### config.mk
export PLATFORM = sky130hd
export DESIGN_NAME = pipeline_hazard_ctrl
export DESIGN_NICKNAME = d
export VERILOG_FILES = /design/src/rtl/hazard_pkg.sv /design/src/rtl/sat_counter.sv /design/src/rtl/pipeline_hazard_ctrl.sv
export SDC_FILE = /design/constraint.sdc
export NUM_CORES = 1
export LEC_CHECK = 0
export BUFFER_PORTS_ARGS = -buffer_cell sky130_fd_sc_hd__clkbuf_2
export CORE_ASPECT_RATIO = 0.75
export CORE_MARGIN = 2
export CORE_UTILIZATION = 48
export CTS_CLUSTER_DIAMETER = 80
export DETAILED_ROUTE_END_ITERATION = 8
export GPL_ROUTABILITY_DRIVEN = 0
export PLACE_DENSITY = 0.76
export SYNTH_ARGS = -nofsm -noshare
export SYNTH_HDL_FRONTEND = slang
export SYNTH_SLANG_ARGS = --single-unit
### constraint.sdc
create_clock -name clk -period 1.9 [get_ports clk]
set_input_delay 0.285 -clock clk [delete_from_list [all_inputs] [get_ports clk]]
set_output_delay 0.285 -clock clk [all_outputs]
set_load 0.03 [all_outputs]
### src/rtl/hazard_pkg.sv
// hazard_pkg: FSM state encoding and write-back select codes shared by the
// hazard controller and the forwarding/write-back muxes.
package hazard_pkg;

   typedef enum logic [1:0] {
      ST_RUN      = 2'd0,
      ST_MEM_WAIT = 2'd1,
      ST_FAULT    = 2'd2
   } state_e;

   localparam logic [1:0] WDSEL_ALU = 2'b00;
   localparam logic [1:0] WDSEL_MEM = 2'b01;
   localparam logic [1:0] WDSEL_PC4 = 2'b10;
   localparam logic [1:0] WDSEL_IMM = 2'b11;

endpackage

### src/rtl/sat_counter.sv
// sat_counter: event counter that sticks at all-ones instead of wrapping.
module sat_counter #(
   parameter int CNT_W = 32
) (
   input  logic             clk,
   input  logic             rst,
   input  logic             inc,
   output logic [CNT_W-1:0] count
);

   logic [CNT_W-1:0] cnt_q, cnt_d;

   always_comb cnt_d = (inc && !(&cnt_q)) ? cnt_q + CNT_W'(1) : cnt_q;

   always_ff @(posedge clk) begin
      if (rst) cnt_q <= '0;
      else     cnt_q <= cnt_d;
   end

   assign count = cnt_q;

endmodule

### src/rtl/pipeline_hazard_ctrl.sv
// pipeline_hazard_ctrl: stall/flush sequencer for the 5-stage pipe (load-use,
// taken-branch squash, dmem freeze with timeout fault) plus perf counters.
module pipeline_hazard_ctrl
   import hazard_pkg::*;
#(
   parameter int REG_W   = 5,
   parameter int WDSEL_W = 2,
   parameter int MEM_TMO = 15,
   parameter int CNT_W   = 32
) (
   input  logic               clk,
   input  logic               rst,
   input  logic [REG_W-1:0]   ID_rR1,
   input  logic [REG_W-1:0]   ID_rR2,
   input  logic               ID_re1,
   input  logic               ID_re2,
   input  logic [REG_W-1:0]   EX_wR,
   input  logic               EX_we,
   input  logic [WDSEL_W-1:0] EX_WDSel,
   input  logic               EX_br_taken,
   input  logic               MEM_req,
   input  logic               dmem_ack,
   output logic               PC_we,
   output logic               IF_ID_we,
   output logic               IF_ID_flush,
   output logic               ID_EX_we,
   output logic               ID_EX_flush,
   output logic               EX_MEM_we,
   output logic               MEM_WB_flush,
   output logic               fault,
   output logic [CNT_W-1:0]   cnt_lu,
   output logic [CNT_W-1:0]   cnt_br,
   output logic [CNT_W-1:0]   cnt_mem
);

   state_e     state_q, state_d;
   logic [3:0] wait_q, wait_d;
   logic       lu, mw, flt, halt, frz, br_act, lu_act;

   always_comb begin
      lu     = EX_we && (EX_WDSel == WDSEL_W'(WDSEL_MEM)) && (EX_wR != '0) &&
               ((ID_re1 && (ID_rR1 == EX_wR)) || (ID_re2 && (ID_rR2 == EX_wR)));
      mw     = MEM_req && !dmem_ack;
      flt    = (state_q == ST_FAULT);
      halt   = rst || flt;
      // Priority FAULT > mem freeze > branch squash > load-use stall.
      frz    = !flt && mw;
      br_act = !flt && !mw && EX_br_taken;
      lu_act = !flt && !mw && !EX_br_taken && lu;
   end

   always_comb begin
      PC_we        = !halt && !frz && !lu_act;
      IF_ID_we     = !halt && !frz && !lu_act;
      IF_ID_flush  = halt || br_act;
      ID_EX_we     = !halt && !frz;
      ID_EX_flush  = halt || br_act || lu_act;
      EX_MEM_we    = !halt && !frz;
      MEM_WB_flush = halt || frz;
      fault        = flt;
   end

   // wait_q counts MEM_WAIT cycles; entry from RUN loads 1 since wait_q is 0 there.
   always_comb begin
      state_d = flt ? ST_FAULT :
                !mw ? ST_RUN :
                ((state_q == ST_MEM_WAIT) && (wait_q == 4'(MEM_TMO))) ? ST_FAULT :
                ST_MEM_WAIT;
      wait_d  = (flt || !mw) ? 4'd0 : wait_q + 4'd1;
   end

   always_ff @(posedge clk) begin
      if (rst) begin
         state_q <= ST_RUN;
         wait_q  <= 4'd0;
      end else begin
         state_q <= state_d;
         wait_q  <= wait_d;
      end
   end

   sat_counter #(.CNT_W(CNT_W)) u_cnt_lu (
      .clk(clk), .rst(rst), .inc(lu_act), .count(cnt_lu)
   );

   sat_counter #(.CNT_W(CNT_W)) u_cnt_br (
      .clk(clk), .rst(rst), .inc(br_act), .count(cnt_br)
   );

   sat_counter #(.CNT_W(CNT_W)) u_cnt_mem (
      .clk(clk), .rst(rst), .inc(frz), .count(cnt_mem)
   );

endmodule
# After elaboration in Yosys (flattened, before gate mapping)
# Index checks and enable logic that the tools add are counted.
[word_totals]
rom_bits = 0
n_memories = 0
latch_bits = 0
inputBits = 25
ram_bits = 0
out_inout_bits = 104
wordCells = 59
ff_bits = 102
[classes]
div = 0
shift = 0
magnitude_cmp = 0
n_addsub = 4
muxes = 3
mul = 0
reduce_logical = 39
bitwise = 1
eq_ne = 6
[op_table]
columns = ["operator", "n"]
rows = [
  ["32-bit by 1-bit adder with 32-bit output (second input constant)", 3],
  ["32-bit AND reduction", 3],
  ["1-bit logical AND", 17],
  ["5-bit equality test", 2],
  ["1-bit logical NOT", 10],
  ["1-bit logical OR", 6],
  ["2-bit two-way mux", 3],
  ["5-bit nonzero test", 1],
  ["4-bit by 1-bit adder with 4-bit output (second input constant)", 1],
  ["2-bit by 1-bit equality test with 1-bit output (second input constant)", 2],
  ["4-bit equality test (second input constant)", 1],
  ["3-bit OR reduction", 1],
  ["2-bit equality test (second input constant)", 1],
  ["2-bit OR reduction", 1],
  ["1-bit inverter", 1],
]

# Longest topological paths before layout
[logic_depth]
ltp_word = 8
mapped_depth = 9

# Hierarchy
# Synthesis repeated with hierarchy kept, for this count alone.
[unflattened]
cells_unflattened = 627
hier_area_um2 = 5604.1
[modules_own_cells]
columns = ["mod", "area_each_um2", "cells_per_inst", "instances", "seq_area_each_um2"]
rows = [
  ["sat_counter", 1721.7, 191, 3, 640.6],
  ["pipeline_hazard_ctrl", 439.2, 54, 1, 120.1],
]

# Least setup slack after synthesis
# OpenSTA, ideal clock, no wires.
[synth_path]
path_kind = "register to register"
startpoint = "register u_cnt_lu.cnt_q[0] (netlist: u_cnt_lu.count[0])"
endpoint = "register u_cnt_lu.cnt_q[1] (netlist: u_cnt_lu.count[1])"
arrival_ns = 2.058
stages_incl_launch_ff = 10
setup_time_ns = 0.128
period_less_slack_ns = 2.186
slack_ns = -0.286
path_cell_list = "dfxtp_1 ha_1 nand2_1 nor4_4 nand3_2 nand3_2 buf_6 buf_6 mux2i_1 nor2_1"
[synth_between]
elab_chain_len = 3
word_cells_on_any_way = 4
classes_between = "add/sub: 1; reduce/logical: 3"
[synth_lines]
columns = ["item", "line", "text"]
rows = [
  ["start, declared", "sat_counter.sv:11", "logic [CNT_W-1:0] cnt_q, cnt_d;"],
  ["start signal, assigned", "sat_counter.sv:17", "else cnt_q <= cnt_d;"],
  ["branches (longest 3 deep; another with 32-bit by 1-bit adder with 32-bit output)", "--", ""],
]
# Parallel ways; which one is timed is not known.
# A chain may end at the register's enable or synchronous reset.

# Worst setup path in the final report
[layout_path]
startpoint = "register u_cnt_mem.cnt_q[10] (netlist: u_cnt_mem.count[10])"
endpoint = "register u_cnt_mem.cnt_q[28] (netlist: u_cnt_mem.count[28])"
[layout_between]
elab_chain_len = 3
word_cells_on_any_way = 4
classes_between = "add/sub: 1; reduce/logical: 3"
[layout_lines]
columns = ["item", "line"]
rows = [
  ["start, declared", "sat_counter.sv:11"],
  ["start signal, assigned", "sat_counter.sv:17"],
  ["branches (longest 3 deep; another with 32-bit by 1-bit adder with 32-bit output)", "--"],
]
# Parallel ways; which one is timed is not known.

==> metrics.log <==
[metrics] Sink Count: 102
[metrics] global-route wire length before repair: roughly 22 mm
[metrics] post-synthesis cell area: roughly 5000 um^2
[metrics] required time of the critical path: 2170 ps
[metrics] Logic pwr share: 5.7%
[metrics] final count of pins violating max slew: 0
[metrics] clock transition at the registers of the reported paths: 70 ps
[metrics] final setup skew: around 6.2 ps
[metrics] total global routing track utilization: 24.2%
[metrics] category of the most critical setup path: flop to flop
[metrics] EDFF count, synth: 0
[metrics] leading cell types in the layout, fill and taps excluded: sky130_fd_sc_hd__clkbuf_2, sky130_fd_sc_hd__nor2_1, sky130_fd_sc_hd__buf_4, sky130_fd_sc_hd__dfxtp_1, sky130_fd_sc_hd__dfxtp_2
[metrics] drt first pass iters: 5
[metrics] top-area cell type share of the netlist area: roughly two fifths
[metrics] sequential fraction of design power: between 40% and 50%
[metrics] Placeable Area: 10,200 um^2
[metrics] count of nets after finishing: slightly above 800
[metrics] cell count after synthesis: about 600
[metrics] die footprint: 11,400 um^2
[metrics] clock buffers created by TritonCTS: 9
[metrics] final wirelength: 14.4 mm
[metrics] number of ports placed on the die boundary: about 130
[metrics] CP bufs+invs: 1
[metrics] Bufs on Longest Clock Path: 2
[metrics] cell leakage power: 2.92 nW
[metrics] GR Overflow Total: 0
[metrics] fraction of layout instances using a drive strength above 1: 42.0%
[metrics] initial DRC count: 298
[metrics] Period minus WS final: 1970 ps
[metrics] startpoint type of the worst setup path: flop
[metrics] CTS tree: built
[metrics] syn_nets: around 620
[metrics] internal power summed over all cells: 3.37 mW
[metrics] antenna-violating nets left: 0
[metrics] final cell count without fillers: approximately 930
[metrics] switching power as a share of total power: 22.2%
[metrics] initial core utilization: 49.3%
[metrics] die width: approximately 120 um
[metrics] Peak supply drop: 0.384 mV
[metrics] slowest cell delay on critical path: 390 ps
[metrics] register bit total from synthesis: around 100
[metrics] timing-limited maximum frequency: 508 MHz
[metrics] antenna fix cells: 0
[metrics] setup TNS after final layout: -210 ps
[metrics] number of filler instances in the final layout: approximately 830
[metrics] failing checks: negative setup slack
[metrics] outcome: complete, but fails checks
[metrics] Max Fanout on Critical Path: 6
[metrics] unrepaired setup endpoints after global routing: true
[metrics] largest cells by area after synthesis: sky130_fd_sc_hd__dfxtp_1, sky130_fd_sc_hd__xor2_1, sky130_fd_sc_hd__nor2_1
[metrics] residual DRC count: 0
[metrics] number of cells in the design after placement: ~900
[metrics] total of endpoints with negative setup slack in the final report: 6
[metrics] most frequent standard cell in the layout excluding fill and tap cells: sky130_fd_sc_hd__clkbuf_2
[metrics] via-per-instance ratio: 5.62
[metrics] pwr/cell area: 615 nW/um^2
[metrics] clock network latency to the later pin of the worst-skew pair: approximately 350 ps
[metrics] worst-case setup slack after placement: -148 ps
[metrics] master of the slowest instance on the critical path: sky130_fd_sc_hd__or3_1
[metrics] Maximum Capacitance Violations: 0
[metrics] NetSw: 0.964 mW
[metrics] post-detailed-route wirelength per cell: between 15 and 20 um
[metrics] nature of the critical path endpoint: flop
[metrics] async set-reset flop share out of synthesis: 0%
[metrics] fin worst setup slack: -67.8 ps
[metrics] overall die height: 92.9 um
[metrics] pin count of the biggest net entering global routing: 77
[metrics] Main synth FF type: sky130_fd_sc_hd__dfxtp_1
[metrics] Ys Warns: 0
[metrics] vias in the first global route: ~4,800
[metrics] total of buffers placed on input and output ports: 128
[metrics] Yosys cell types: 47
[metrics] Fin. Hold Viols: 0
[metrics] CTS H-tree lvls: 3
[metrics] Worst Tran Pin Value: 801 ps
[metrics] number of rows created at floorplan: 32
[metrics] number of antenna violations at the first check in global routing: 0
[metrics] crit share post-route: 104%
[metrics] portion of the post-synthesis area used by sequential elements: 40.4%
[metrics] layout overhead on the synthesized area: 39.4%
[metrics] Clk Tree Root Cell: sky130_fd_sc_hd__clkbuf_16
[metrics] dominant delay contributor by cell family on the critical path: simple AND/OR/NAND/NOR gates
[metrics] most used cell along the critical path: sky130_fd_sc_hd__nand4_1
[metrics] clock network power share: 44.9%
[metrics] Hold/Removal Path Class: primary input to flop
[metrics] post-route worst hold slack: 293 ps
[metrics] half-perimeter wire length after detailed placement: 9.93 mm
[metrics] Worst slew margin: between 40% and 50%
[metrics] top cell type by total area after synthesis: sky130_fd_sc_hd__dfxtp_1
[metrics] post-synthesis average cell area: 8.59 um^2
[metrics] total number of vias: 5,196
[metrics] signal arrival time at the worst endpoint: roughly 2200 ps
[metrics] sequence of cells on the critical path: nand4_1 -> nor4_4 -> buf_4 -> nand4_1 -> or3_1 -> a21oi_1
[cells by family after synthesis]
kind of cell             after synthesis  synth area share [%]
XOR/XNOR                              65                  11.3
flip-flops                           102                  40.4
buffers and inverters                 31                  2.85
AO/OA/AOI/OAI                         85                  9.66
AND/OR/NAND/NOR                      299                  34.4
multiplexers                           2                 0.396
adder cells (fa/ha/maj)                4                 0.990
[cell usage after synthesis (all sizes together) (9+ instances only)]
master / n
inv: 9
nand2: 35
a21oi: 39
nor2: 76
or3: 28
and3: 20
xnor2: 22
o31ai: 10
nor3: 13
nand3: 43
clkbuf: 14
xor2: 43
o21ai: 28
nand4: 40
or4: 12
dfxtp: 102
[worst min-delay path, delay by kind of cell]
kind,cells,cell delay (ps)
buf+inv,1,90
simple gates,2,220
[worst paths after layout]
check	startpoint	end	slack [ps]	cells after the start
setup / recovery	u_cnt_mem.count[10]	u_cnt_mem.count[28]	-70	6
hold / removal	dmem_ack	wait_q[1]	290	3
setup reg to reg	u_cnt_mem.count[10]	u_cnt_mem.count[28]	-70	6
hold reg to reg	wait_q[0]	wait_q[0]	470	1
[through the flow]
| stage | instance area (um^2) | power, mW | utilization, % |
|---|---|---|---|
| after floorplan | 5120 | 2.33 | - |
| after global placement | 6290 | 2.41 | 61.4 |
| after detailed placement | 6290 | 2.42 | 61.4 |
| after CTS | 6700 | 4.36 | 65.4 |
| after global routing | 7040 | 4.47 | 68.7 |
| final | 7040 | 4.33 | 68.7 |
[repair_timing]
action                                  CTS  global route
endpoints found under the setup margin   18            76
pin swaps                                10            26
buffers inserted                          4            12
resized for setup                        16            60
hold buffers                              0             0
cloned                                    0             3
[power by group through the flow]
| stage | Sequential, mW | Clock, mW | Combinational, mW |
|---|---|---|---|
| after detailed placement | 2.20 | 0 | 0.221 |
| after global placement | 2.20 | 0 | 0.213 |
| after CTS | 2.15 | 1.98 | 0.231 |
| after global routing | 2.14 | 2.06 | 0.264 |
| final | 2.14 | 1.95 | 0.245 |
| after floorplan | 2.21 | 0 | 0.118 |
[cell type report]
class | count | area [um^2] | area share, %
inverter | 9 | 33.8 | 0.480
sequential | 102 | 2140 | 30.4
multi-input combinational | 455 | 3090 | 43.8
clock buffer | 14 | 275 | 3.91
tap | 136 | 170 | 2.42
timing repair buffer | 207 | 1300 | 18.5
clock inverter | 2 | 37.5 | 0.533
[flip-flops by register name, indices dropped and copies added, names as in the netlist]
name and cells:
u_cnt_mem.count 32, u_cnt_lu.count 32, u_cnt_br.count 32, state_q 2, wait_q 4
[per-layer routing]
metal,track usage [%],routed length [um],vias up
met2,38.8,7000,170
met5,0,0,-
met1,31.9,6340,2492
met4,7.47,210,0
li1,-,-,2514
met3,6.03,864,20
(Power assumes the default switching activity.)
